$ cat src/rtl/mc_pkg.sv
// Shared types and encodings for the multicycle controller: states, opcodes,
// instruction classes and the datapath select/ALU encodings.
package mc_pkg;

    typedef enum logic [3:0] {
        ST_IDLE,
        ST_FETCH,
        ST_DECODE,
        ST_MEMADR,
        ST_MEMRD,
        ST_MEMWB,
        ST_MEMWR,
        ST_REX,
        ST_RWB,
        ST_IEX,
        ST_IWB,
        ST_BEQ,
        ST_JMP
    } state_t;

    typedef enum logic [2:0] {
        CLS_RTYPE,
        CLS_IMM,
        CLS_LOAD,
        CLS_STORE,
        CLS_BRANCH,
        CLS_JUMP,
        CLS_ILLEGAL
    } iclass_t;

    localparam logic [5:0] OP_RTYPE = 6'b000000;
    localparam logic [5:0] OP_ADDI  = 6'b001000;
    localparam logic [5:0] OP_ANDI  = 6'b001100;
    localparam logic [5:0] OP_ORI   = 6'b001101;
    localparam logic [5:0] OP_LW    = 6'b100011;
    localparam logic [5:0] OP_SW    = 6'b101011;
    localparam logic [5:0] OP_BEQ   = 6'b000100;
    localparam logic [5:0] OP_J     = 6'b000010;

    localparam logic [2:0] ALU_AND   = 3'b000;
    localparam logic [2:0] ALU_OR    = 3'b001;
    localparam logic [2:0] ALU_ADD   = 3'b010;
    localparam logic [2:0] ALU_SUB   = 3'b011;
    localparam logic [2:0] ALU_FUNCT = 3'b100;

    localparam logic [1:0] SRCB_REGB  = 2'b00;
    localparam logic [1:0] SRCB_FOUR  = 2'b01;
    localparam logic [1:0] SRCB_IMM   = 2'b10;
    localparam logic [1:0] SRCB_IMMSH = 2'b11;

    localparam logic [1:0] PCSRC_ALU    = 2'b00;
    localparam logic [1:0] PCSRC_ALUOUT = 2'b01;
    localparam logic [1:0] PCSRC_JUMP   = 2'b10;

endpackage

$ cat src/rtl/mc_opcode_decode.sv
// Combinational opcode classifier: instruction class plus the ALU operation
// used by the immediate-execute state.
module mc_opcode_decode
    import mc_pkg::*;
(
    input  logic [5:0] op,
    output iclass_t    iclass,
    output logic [2:0] imm_aluop
);

    always_comb begin
        iclass    = CLS_ILLEGAL;
        imm_aluop = ALU_ADD;
        case (op)
            OP_RTYPE: iclass = CLS_RTYPE;
            OP_ADDI: begin
                iclass    = CLS_IMM;
                imm_aluop = ALU_ADD;
            end
            OP_ANDI: begin
                iclass    = CLS_IMM;
                imm_aluop = ALU_AND;
            end
            OP_ORI: begin
                iclass    = CLS_IMM;
                imm_aluop = ALU_OR;
            end
            OP_LW:   iclass = CLS_LOAD;
            OP_SW:   iclass = CLS_STORE;
            OP_BEQ:  iclass = CLS_BRANCH;
            OP_J:    iclass = CLS_JUMP;
            default: iclass = CLS_ILLEGAL;
        endcase
    end

endmodule

$ cat src/rtl/multicycle_control.sv
// Multicycle CPU control FSM: sequences fetch/decode/execute/memory/writeback
// and drives the datapath select and enable lines from the current state.
module multicycle_control
    import mc_pkg::*;
(
    input  logic       clk,
    input  logic       rst_n,
    input  logic [5:0] opcode,
    input  logic       mem_ready,
    output logic       PCWrite,
    output logic       PCWriteCond,
    output logic       IorD,
    output logic       MemRead,
    output logic       MemWrite,
    output logic       IRWrite,
    output logic       MemtoReg,
    output logic       RegDst,
    output logic       RegWrite,
    output logic       ALUSrcA,
    output logic [1:0] ALUSrcB,
    output logic [1:0] PCSource,
    output logic [2:0] ALUOp,
    output logic       illegal_op
);

    state_t     state, next_state;
    logic       armed;
    logic [5:0] opcode_q;
    logic [5:0] dec_op;
    iclass_t    iclass;
    logic [2:0] imm_aluop;

    // Dispatch happens in DECODE while the register is still being loaded,
    // so that one cycle looks at the live opcode; every later state sees the latch.
    assign dec_op = (state == ST_DECODE) ? opcode : opcode_q;

    mc_opcode_decode u_decode (
        .op        (dec_op),
        .iclass    (iclass),
        .imm_aluop (imm_aluop)
    );

    // armed delays leaving IDLE by one edge after reset release
    always_ff @(posedge clk or negedge rst_n) begin
        if (!rst_n) begin
            state    <= ST_IDLE;
            armed    <= 1'b0;
            opcode_q <= 6'b000000;
        end else begin
            state <= next_state;
            armed <= 1'b1;
            if (state == ST_DECODE)
                opcode_q <= opcode;
        end
    end

    always_comb begin
        next_state  = state;
        PCWrite     = 1'b0;
        PCWriteCond = 1'b0;
        IorD        = 1'b0;
        MemRead     = 1'b0;
        MemWrite    = 1'b0;
        IRWrite     = 1'b0;
        MemtoReg    = 1'b0;
        RegDst      = 1'b0;
        RegWrite    = 1'b0;
        ALUSrcA     = 1'b0;
        ALUSrcB     = SRCB_REGB;
        PCSource    = PCSRC_ALU;
        ALUOp       = ALU_AND;
        illegal_op  = 1'b0;
        case (state)
            ST_IDLE: begin
                if (armed)
                    next_state = ST_FETCH;
            end
            ST_FETCH: begin
                MemRead = 1'b1;
                ALUSrcB = SRCB_FOUR;
                ALUOp   = ALU_ADD;
                IRWrite = mem_ready;
                PCWrite = mem_ready;
                if (mem_ready)
                    next_state = ST_DECODE;
            end
            ST_DECODE: begin
                ALUSrcB = SRCB_IMMSH;
                ALUOp   = ALU_ADD;
                case (iclass)
                    CLS_RTYPE:  next_state = ST_REX;
                    CLS_IMM:    next_state = ST_IEX;
                    CLS_LOAD,
                    CLS_STORE:  next_state = ST_MEMADR;
                    CLS_BRANCH: next_state = ST_BEQ;
                    CLS_JUMP:   next_state = ST_JMP;
                    default: begin
                        next_state = ST_FETCH;
                        illegal_op = 1'b1;
                    end
                endcase
            end
            ST_MEMADR: begin
                ALUSrcA    = 1'b1;
                ALUSrcB    = SRCB_IMM;
                ALUOp      = ALU_ADD;
                next_state = (iclass == CLS_LOAD) ? ST_MEMRD : ST_MEMWR;
            end
            ST_MEMRD: begin
                MemRead = 1'b1;
                IorD    = 1'b1;
                if (mem_ready)
                    next_state = ST_MEMWB;
            end
            ST_MEMWB: begin
                RegWrite   = 1'b1;
                MemtoReg   = 1'b1;
                next_state = ST_FETCH;
            end
            ST_MEMWR: begin
                MemWrite = 1'b1;
                IorD     = 1'b1;
                if (mem_ready)
                    next_state = ST_FETCH;
            end
            ST_REX: begin
                ALUSrcA    = 1'b1;
                ALUSrcB    = SRCB_REGB;
                ALUOp      = ALU_FUNCT;
                next_state = ST_RWB;
            end
            ST_RWB: begin
                RegWrite   = 1'b1;
                RegDst     = 1'b1;
                next_state = ST_FETCH;
            end
            ST_IEX: begin
                ALUSrcA    = 1'b1;
                ALUSrcB    = SRCB_IMM;
                ALUOp      = imm_aluop;
                next_state = ST_IWB;
            end
            ST_IWB: begin
                RegWrite   = 1'b1;
                next_state = ST_FETCH;
            end
            ST_BEQ: begin
                ALUSrcA     = 1'b1;
                ALUSrcB     = SRCB_REGB;
                ALUOp       = ALU_SUB;
                PCWriteCond = 1'b1;
                PCSource    = PCSRC_ALUOUT;
                next_state  = ST_FETCH;
            end
            ST_JMP: begin
                PCWrite    = 1'b1;
                PCSource   = PCSRC_JUMP;
                next_state = ST_FETCH;
            end
            default: next_state = ST_IDLE;
        endcase
    end

endmodule
$ cat config.mk
export PLATFORM = sky130hd
export DESIGN_NAME = multicycle_control
export DESIGN_NICKNAME = d
export VERILOG_FILES = /design/src/rtl/mc_pkg.sv /design/src/rtl/mc_opcode_decode.sv /design/src/rtl/multicycle_control.sv
export SDC_FILE = /design/constraint.sdc
export NUM_CORES = 1
export LEC_CHECK = 0
export CAP_MARGIN = 15
export CORE_ASPECT_RATIO = 0.5
export CORE_MARGIN = 2
export CORE_UTILIZATION = 40
export CTS_CLUSTER_SIZE = 20
export DETAILED_ROUTE_END_ITERATION = 12
export GPL_TIMING_DRIVEN = 0
export PLACE_DENSITY = 0.63
export SETUP_SLACK_MARGIN = 0.4
export SYNTH_ARGS = -nofsm -noshare
export SYNTH_HDL_FRONTEND = slang
export SYNTH_SLANG_ARGS = --single-unit
$ cat constraint.sdc
create_clock -name clk -period 3.4 [get_ports clk]
set_input_delay 0.51 -clock clk [delete_from_list [all_inputs] [get_ports clk]]
set_output_delay 0.51 -clock clk [all_outputs]
set_load 0.005 [all_outputs]
---- After elaboration in Yosys (flattened, before gate mapping) ----
Cells that the tools add are included.
storage, ports and cells
  register bits ........................... 11
  input port bits ......................... 9
operators by class
  muxes and demuxes ....................... 25
  equal/unequal tests ..................... 28
  reduce and logical (&&, ||, !) cells .... 14
operator list
  operator              count
  $pmux W4 S9           1
  $eq A4 B4 Y1 const B  5
  $pmux W4 S5           1
  $eq A6 B4 Y1 const B  3
  $pmux W3 S6           1
  $eq A4 B3 Y1 const B  4
  $mux W4               4
  $eq A6 B6 Y1 const B  2
  $pmux W3 S4           1
  $mux W1               11
  $reduce_or A3 Y1      3
  $eq A4 B2 Y1 const B  2
  $ne A2 B2 Y1 const B  4
  $pmux W2 S2           2
  $reduce_or A2 Y1      4
  $eq A3 B2 Y1 const B  2
  $eq A3 B3 Y1 const B  2
  $eq A6 B2 Y1 const B  1
  $eq A6 B3 Y1 const B  1
  $logic_not A6 Y1      1
  $mux W6               1
  $pmux W2 S3           1
  $reduce_or A6 Y1      1
  $reduce_or A5 Y1      1
  other kinds (8)       8

---- Depth between registers and ports, before layout ----
Gate-level depths: netlist of run 1.
  depth after elaboration ................. 9
  gate-level depth with buffers ........... 10
  gate-level depth less buffers ........... 9

---- By module ----
Synthesis of run 1 repeated with hierarchy kept, for this count alone.
second synthesis, totals
  cell total of the unflattened synthesis .. 112
  area, all modules ....................... 998.5 µm²
modules (own cells, without submodules)
  module              seq. area each (µm²)  cells each  area each (µm²)  times used
  multicycle_control  275.3                 92          879.6            1
  mc_opcode_decode    0.0                   20          118.9            1

---- Least setup slack after synthesis of run 1 ----
OpenSTA, ideal clock, no wires.
  kind .................................... reg-to-output
  start ................................... register state[2]
  end ..................................... output illegal_op
  arrival time ............................ 2.088 ns
  setup slack ............................. 0.802 ns
  buffers on the path ..................... 2
  stages on the path, launching flop included .. 9
  cells stage by stage .................... dfrtp_1 buf_2 nor4b_4 clkbuf_1 a31oi_1 ha_1 o211ai_1 o211ai_1 and3_1
on the way
  cells in the longest elaborated chain, start to end .. 9
  elaborated cells on any way between the ends .. 21
  those cells by class .................... 13 x eq/ne; 4 x mux; 4 x reduce/logical
RTL lines
  what                                        RTL line                                            RTL
  from (decl)                                 multicycle_control.sv:26                            state_t state, next_state;
  from (signal assigned)                      multicycle_control.sv:50                            state <= next_state;
  $eq A4 B2 Y1 *                              multicycle_control.sv:35, multicycle_control.sv:73
  $mux W6                                     n/a
  $eq A6 B4 Y1                                mc_opcode_decode.sv:14                              case (op)
  $reduce_or A3 Y1 (no line)                  n/a
  $pmux W3 S6                                 mc_opcode_decode.sv:14
  $eq A3 B2 Y1, or another cell as far along  multicycle_control.sv:90                            case (iclass)
  $reduce_or A6 Y1 (no line)                  n/a
  $mux W1                                     multicycle_control.sv:90
  $mux W1 *                                   multicycle_control.sv:73                            case (state)
  to (decl)                                   multicycle_control.sv:23                            output logic illegal_op
Mark *: on every way between the ends. The rest lies on a longest branch, timed or not.

---- Worst setup path after layout of run 1 ----
  start ................................... input opcode[1]
  end ..................................... output ALUOp[1]
on the way
  cells in the longest elaborated chain, start to end .. 4
  elaborated cells on any way between the ends .. 5
  those cells by class .................... 2 x eq/ne; 3 x mux
RTL lines
  what           RTL line                  RTL
  from (decl)    multicycle_control.sv:8   input logic [5:0] opcode,
  $mux W6 *      n/a
  $eq A6 B4 Y1   mc_opcode_decode.sv:14
  $pmux W2 S2 *  mc_opcode_decode.sv:14
  $pmux W3 S4 *  multicycle_control.sv:73
  to (decl)      multicycle_control.sv:22  output logic [2:0] ALUOp,
Marked as above.

==> results of run 1 <==
==> state kept, by name, summed over array words and instances, names as in the netlist <==
name,flops
opcode_q,6
state,4
armed,1
==> worst max path at each step <==
stage | end | slack, ns | depth (start not counted)
6_report | ALUOp[1] | 0.46 | 7
5_1_grt | illegal_op | 0.38 | 7
4_1_cts | illegal_op | 0.18 | 7
3_5_place_dp | illegal_op | -0.20 | 8
3_3_place_gp | illegal_op | -0.24 | 8
2_1_floorplan | illegal_op | 0.80 | 8
==> what timing repair did <==
action	4_1_cts	5_1_grt
gates resized for setup	21	11
hold buffers	0	0
buffers inserted	4	6
pin swaps	2	5
setup endpoints to repair	3	3
==> through the flow <==
step	setup slack, ns	hold slack [ns]	cell area, um2
floorplan	0.802	0.214	1050
global placement	-0.240	0.527	1360
detailed placement	-0.201	0.539	1360
CTS	0.176	0.542	1480
global route	0.379	0.561	1560
finish	0.462	0.542	1560
==> per-layer routing <==
metal | up-vias | GRT usage [%] | wire length, um
met1 | 559 | 26.6 | 1510
met5 | - | 0 | 0
met2 | 41 | 34.7 | 1290
met4 | 0 | 3.18 | 8
met3 | 2 | 4.50 | 156
li1 | 583 | - | -
==> worst reg2reg max path, stage by stage, from the launching register on <==
cell     delay [ns]
dfrtp_1        0.36
buf_4          0.16
nor4b_4        0.26
buf_4          0.18
buf_2          0.24
a31oi_2        0.16
ha_4           0.19
buf_4          0.13
o211a_1        0.11
or3_1          0.34
a31oi_1        0.16
==> area by class of cell <==
class | count | area, um2
fillers | 239 | 996
multi-input cells | 109 | 772
repair buffers | 36 | 329
flip-flops and latches | 11 | 275
plain buffers | 10 | 60.1
well taps | 37 | 46.3
clock buffers | 4 | 45.0
inverters | 8 | 30.0
==> Yosys cell counts, types with 2 or more instances <==
library cell | instances | area [um2]
nand2_1 | 19 | 71.3
dfrtp_1 | 11 | 275
nor2_1 | 11 | 41.3
nor3_1 | 10 | 50.1
inv_1 | 8 | 30.0
a21oi_1 | 7 | 35.0
o211ai_1 | 5 | 37.5
nor4_1 | 4 | 25.0
and3_1 | 3 | 18.8
buf_1 | 3 | 11.3
buf_2 | 3 | 15.0
clkbuf_1 | 3 | 11.3
ha_1 | 3 | 37.5
nand2b_1 | 3 | 18.8
nand3_1 | 3 | 15.0
xnor2_1 | 3 | 26.3
a211o_1 | 2 | 17.5
a31oi_1 | 2 | 12.5
mux2_2 | 2 | 22.5
o21ai_0 | 2 | 10.0
o22ai_1 | 2 | 12.5
or2_2 | 2 | 12.5
==> logic make-up after synthesis <==
group | Yosys count | synth area share [%]
AO/OA/AOI/OAI | 31 | 20.6
XOR/XNOR | 4 | 3.33
adder cells (fa/ha/maj) | 3 | 3.57
buffers and inverters | 18 | 7.13
flip-flops | 11 | 26.2
multiplexers | 3 | 3.09
other | 1 | 0.356
AND/OR/NAND/NOR | 67 | 35.8
==> power by group through the flow <==
stage / combinational (mW) / clock, mW / sequential, mW
6_report: 0.829 / 0.131 / 0.245
5_1_grt: 0.919 / 0.138 / 0.254
4_1_cts: 0.755 / 0.133 / 0.241
3_5_place_dp: 0.719 / 0 / 0.242
3_3_place_gp: 0.712 / 0 / 0.239
2_1_floorplan: 0.476 / 0 / 0.226
==> flow_summary.yaml, run 1 <==
outcome:
  status: "finished clean"
route:
  vias: 1185
  drt_iter0_drc: 26
  drt-total-wl_mm: 2.97
  first_pass_iters: 4
  ant_nets: 0
  wl_per_cell_um: 13.8
  drc: 0
  viasPerCell: 5.51
layout:
  areaGrowthSynthToFinish_pct: 48.0
  fin_cells: 215
  final_common_cell: "nand2_1"
  postLayoutCoreUtil_pct: 61.0
  final_cell_mix: "19 x nand2_1, 18 x clkdlybuf4s50_1, 12 x buf_4"
  layout.nets: 191
  diodes: 0
  drive_above_1_share_pct: 21.3
min_path:
  min_to: "opcode_q[5]"
  min_from: "opcode_q[5]"
  hp-class: "reg -> reg"
  worstHoldPathCells: 2
die:
  initial_core_util_pct: 41.2
  io_pins: 27
  coreArea_mm2: 0.00255
  die_y_um: 40.3
  die-area_mm2: 0.00308
  die_w_um: 76.5
  rows: 13
sta:
  finalCritPeriodShare_pct: 86.4
  fmax_ghz: 0.340
  setup_tns_ns: 0
  skew_ns: 0.00464
  rsz0062_at_grt: "yes"
  hold_viol_final: 0
  period_minus_slack_ns: 2.94
  setup_viol: 0
  relSlewSlack_pct: 65.3
  tightest_slew_ns: 0.518
  slew_violations: 0
cts:
  cts_tree: "done"
  numCtsBuffers: 3
  clock_tree.root_cell: "clkbuf_8"
  cts_htree_levels: 1
  cts_max_path_buffers: 2
  clkTransAtPathRegs_ns: 0.05
  clk-insertion-delay-late_ns: 0.24
  clock-sinks: 11
power:
  irDropWorstVdd_mv: 0.291
  combPwrFrac_pct: 68.8
  p_total_mw: 1.21
  switching_share_pct: 42.5
  p_leak_nw: 0.655
  intPower_uw: 693
  p_sw_uw: 512
  clkPwrFrac_pct: 10.9
  powerDensity_mw_per_mm2: 774
  seqPwrFrac_pct: 20.3
placement:
  dp_cells: 201
  place_hpwl_mm: 2.16
  gp_congestion: 0.863
  io_buffer_count: 26
synthesis:
  ys_seq_area_share_pct: 26.2
  ys.flop_type: "dfrtp_1"
  synth-edff-count: 0
  synth_cells: 138
  ys_ff_latch: 11
  synthesis.nets: 150
  yosysWarnings: 0
  yosysUniqueCellTypes: 49
  async_reset_ff_share_pct: 100
  syn_area_mm2: 0.00105
  avgSynthCellArea_um2: 7.63
global_route:
  grt_usage_pct: 19.9
  grt_antenna_before_repair: 0
  grt_pass1_wl_mm: 4.68
  grt_pass1_vias: 1007
  overflow: 0
  grt_max_degree: 12
critical_path:
  critPathMaxFanout: 5
  cp-startpoint: "opcode[1]"
  worstSetupEndpointType: "primary output"
  worst_setup_path_start_kind: "input port"
  r2r_end: "state[0]"
  r2r.worst_path.cells: 10
  timing.rr.start: "state[3]"
  regToRegSetupSlack_ns: 1.03
  slowest_delay_ns: 0.73
  crit_slowest_cell: "or4b_2"
  cp_num_buf_inv: 2
  crit_arrival_ns: 2.43
  crit_chain: "dlygate4sd2_1 > or4b_2 > or2_2 > a21oi_4 > a21o_1 > a211oi_1 > clkdlybuf4s15_1"
  cp_data_required_time_ns: 2.89
  cp_top_family: "simple AND/OR/NAND/NOR gates"
  path_class: "in -> out"
flow_run:
  maxCapViolCount: 0
Power figures use the tool's default switching activity.
==> inputs of run 2 (changes only) <==
--- a/config.mk
+++ b/config.mk
@@ -8,11 +8,11 @@
 export CAP_MARGIN = 15
 export CORE_ASPECT_RATIO = 0.5
 export CORE_MARGIN = 2
-export CORE_UTILIZATION = 40
+export CORE_UTILIZATION = 25
 export CTS_CLUSTER_SIZE = 20
 export DETAILED_ROUTE_END_ITERATION = 12
-export GPL_TIMING_DRIVEN = 0
-export PLACE_DENSITY = 0.63
+export GPL_TIMING_DRIVEN = 1
+export PLACE_DENSITY = 0.42
 export SETUP_SLACK_MARGIN = 0.4
 export SYNTH_ARGS = -nofsm -noshare
 export SYNTH_HDL_FRONTEND = slang
==> run 2 against run 1 <==
Effect of this change: via count decreased by 2.5%; worst setup slack improved by 0.066 ns; first-iteration DRC count increased by 15%; sequential share of layout area decreased by 0.34 points; total power about the same; non-clock buffer count increased by 4; flip-flop and latch count unchanged; register-to-register slack about the same; die area increased by 55%; critical endpoint unchanged; largest cell class unchanged; highest routed layer unchanged.
==> flow_summary.yaml, run 2 (synthesis results as in run 1) <==
critical_path:
  r2r.worst_path.cells: 8
  crit_arrival_ns: 2.36
  crit_chain: "clkdlybuf4s50_1 > or4b_4 > or2_2 > a21oi_2 > a21o_1 > a211oi_1 > clkdlybuf4s15_1"
  crit_slowest_cell: "or4b_4"
  worstSetupEndpointType: "primary output"
  worst_setup_path_start_kind: "input port"
  slowest_delay_ns: 0.55
  cp_data_required_time_ns: 2.89
  timing.rr.start: "opcode_q[2]"
  critPathMaxFanout: 2
  path_class: "in -> out"
  regToRegSetupSlack_ns: 1.04
  r2r_end: "state[0]"
die:
  rows: 16
  die_y_um: 49.9
  die-area_mm2: 0.00478
  coreArea_mm2: 0.00396
  io_pins: 27
  die_w_um: 95.8
  initial_core_util_pct: 26.5
route:
  wl_per_cell_um: 13.5
  ant_nets: 0
  viasPerCell: 4.89
  drt-total-wl_mm: 3.19
  drt_iter0_drc: 30
  vias: 1155
  first_pass_iters: 4
  drc: 0
layout:
  fillers: 434
  diodes: 0
  layout.nets: 195
  final_common_cell: "clkdlybuf4s50_1"
  largest-register: "opcode_q"
  largest_register_ffs: 6
  postLayoutCoreUtil_pct: 40.4
  top_regs: "opcode_q x6, state x4, armed x1"
  final_cell_mix: "23 x clkdlybuf4s50_1, 22 x buf_4, 19 x nand2_1"
  drive_above_1_share_pct: 26.9
  areaGrowthSynthToFinish_pct: 52.3
flow_run:
  maxCapViolCount: 0
cts:
  clock-sinks: 11
  clock_tree.root_cell: "clkbuf_8"
  cts_max_path_buffers: 2
  cts_tree: "done"
  clkTransAtPathRegs_ns: 0.05
  ctsHoldBuffers: 0
  clk-insertion-delay-late_ns: 0.24
  cts_htree_levels: 1
  numCtsBuffers: 3
placement:
  gp_congestion: 0.822
  io_buffer_count: 26
  place_hpwl_mm: 2.46
min_path:
  min_to: "opcode_q[5]"
  hp-class: "reg -> reg"
  min_from: "opcode_q[5]"
  worstHoldPathCells: 2
sta:
  fmax_ghz: 0.348
  holdWs_ns: 0.537
  finalCritPeriodShare_pct: 84.5
  hold_viol_final: 0
  tightest_slew_ns: 0.532
  period_minus_slack_ns: 2.87
  setup_viol: 0
  slew_violations: 0
  rsz0062_at_grt: "no"
  skew_ns: 0.000654
  relSlewSlack_pct: 64.4
  setup_tns_ns: 0
global_route:
  grt_antenna_before_repair: 0
  grt_max_degree: 15
  grt_usage_pct: 13.7
  grt_pass1_vias: 1052
  grt_pass1_wl_mm: 5.19
  overflow: 0
power:
  p_leak_nw: 0.662
  irDropWorstVdd_mv: 0.196
  powerDensity_mw_per_mm2: 752
outcome:
  status: "finished clean"
run 2: changes by cell type in the layout (fill, tap and decap cells not counted), moves of 2 or more:
cell             previous run  this run
clkdlybuf4s50_1            18        23
dlygate4sd2_1               4         0
buf_6                       0         2
buf_1                       3         0
dfrtp_1                    11         9
buf_4                      12        22
dfrtp_2                     0         2
buf_2                       2         0
run 2: worst max-delay path: cells and delay by family:
| family | cells | cell delay (ns) |
|---|---|---|
| AO/OA/AOI/OAI | 3 | 0.37 |
| buffers and inverters | 2 | 0.63 |
| AND/OR/NAND/NOR | 2 | 0.85 |
run 2: repair_timing:
action / 4_1_cts / 5_1_grt
cloned: 0 / 0
resized for setup: 14 / 7
pin swaps: 8 / 7
setup endpoints to repair: 3 / 3
setup buffers: 6 / 1
endpoints found under the hold margin: 0 / 0
run 2: area by class of cell:
type                    instances  area, um2  share of cell area [%]
clock buffers                   4       45.0                    2.81
repair buffers                 50        438                    27.3
inverters                       8       30.0                    1.87
multi-input cells             109        744                    46.4
well taps                      54       67.6                    4.22
flip-flops and latches         11        278                    17.3
run 2: worst max path at each step:
stage | from | endpoint | slack (ns) | depth (start not counted)
floorplan | state[2] | illegal_op | 0.80 | 8
global placement | opcode[1] | ALUOp[0] | 0.02 | 7
detailed placement | opcode[1] | ALUOp[0] | 0.004 | 7
CTS | state[0] | illegal_op | 0.40 | 10
global route | state[0] | illegal_op | 0.42 | 10
finish | opcode[5] | ALUOp[1] | 0.53 | 7
run 2: metal layers:
metal  wire [um]  up-vias  global-route usage, %
li1            -      592                      -
met1        1690      536                   20.2
met2        1350       25                   21.3
met3         135        2                   1.99
met4          15        0                   2.86
met5           0        -                      0
run 2: stage by stage:
stage / setup slack [ns] / total power [mW] / instances / cell area (um2)
floorplan: 0.802 / 0.702 / 138 / 1050
global placement: 0.0173 / 1.00 / 225 / 1460
detailed placement: 0.00390 / 1.00 / 225 / 1460
CTS: 0.398 / 1.20 / 235 / 1590
global route: 0.424 / 1.33 / 236 / 1600
finish: 0.528 / 1.20 / 236 / 1600
run 2: power breakdown:
part           total [mW]  switching, mW  internal [mW]  leakage [nW]
Clock               0.134         0.0511         0.0825        0.0228
Combinational       0.815          0.387          0.428         0.506
Sequential          0.256         0.0667          0.189         0.133
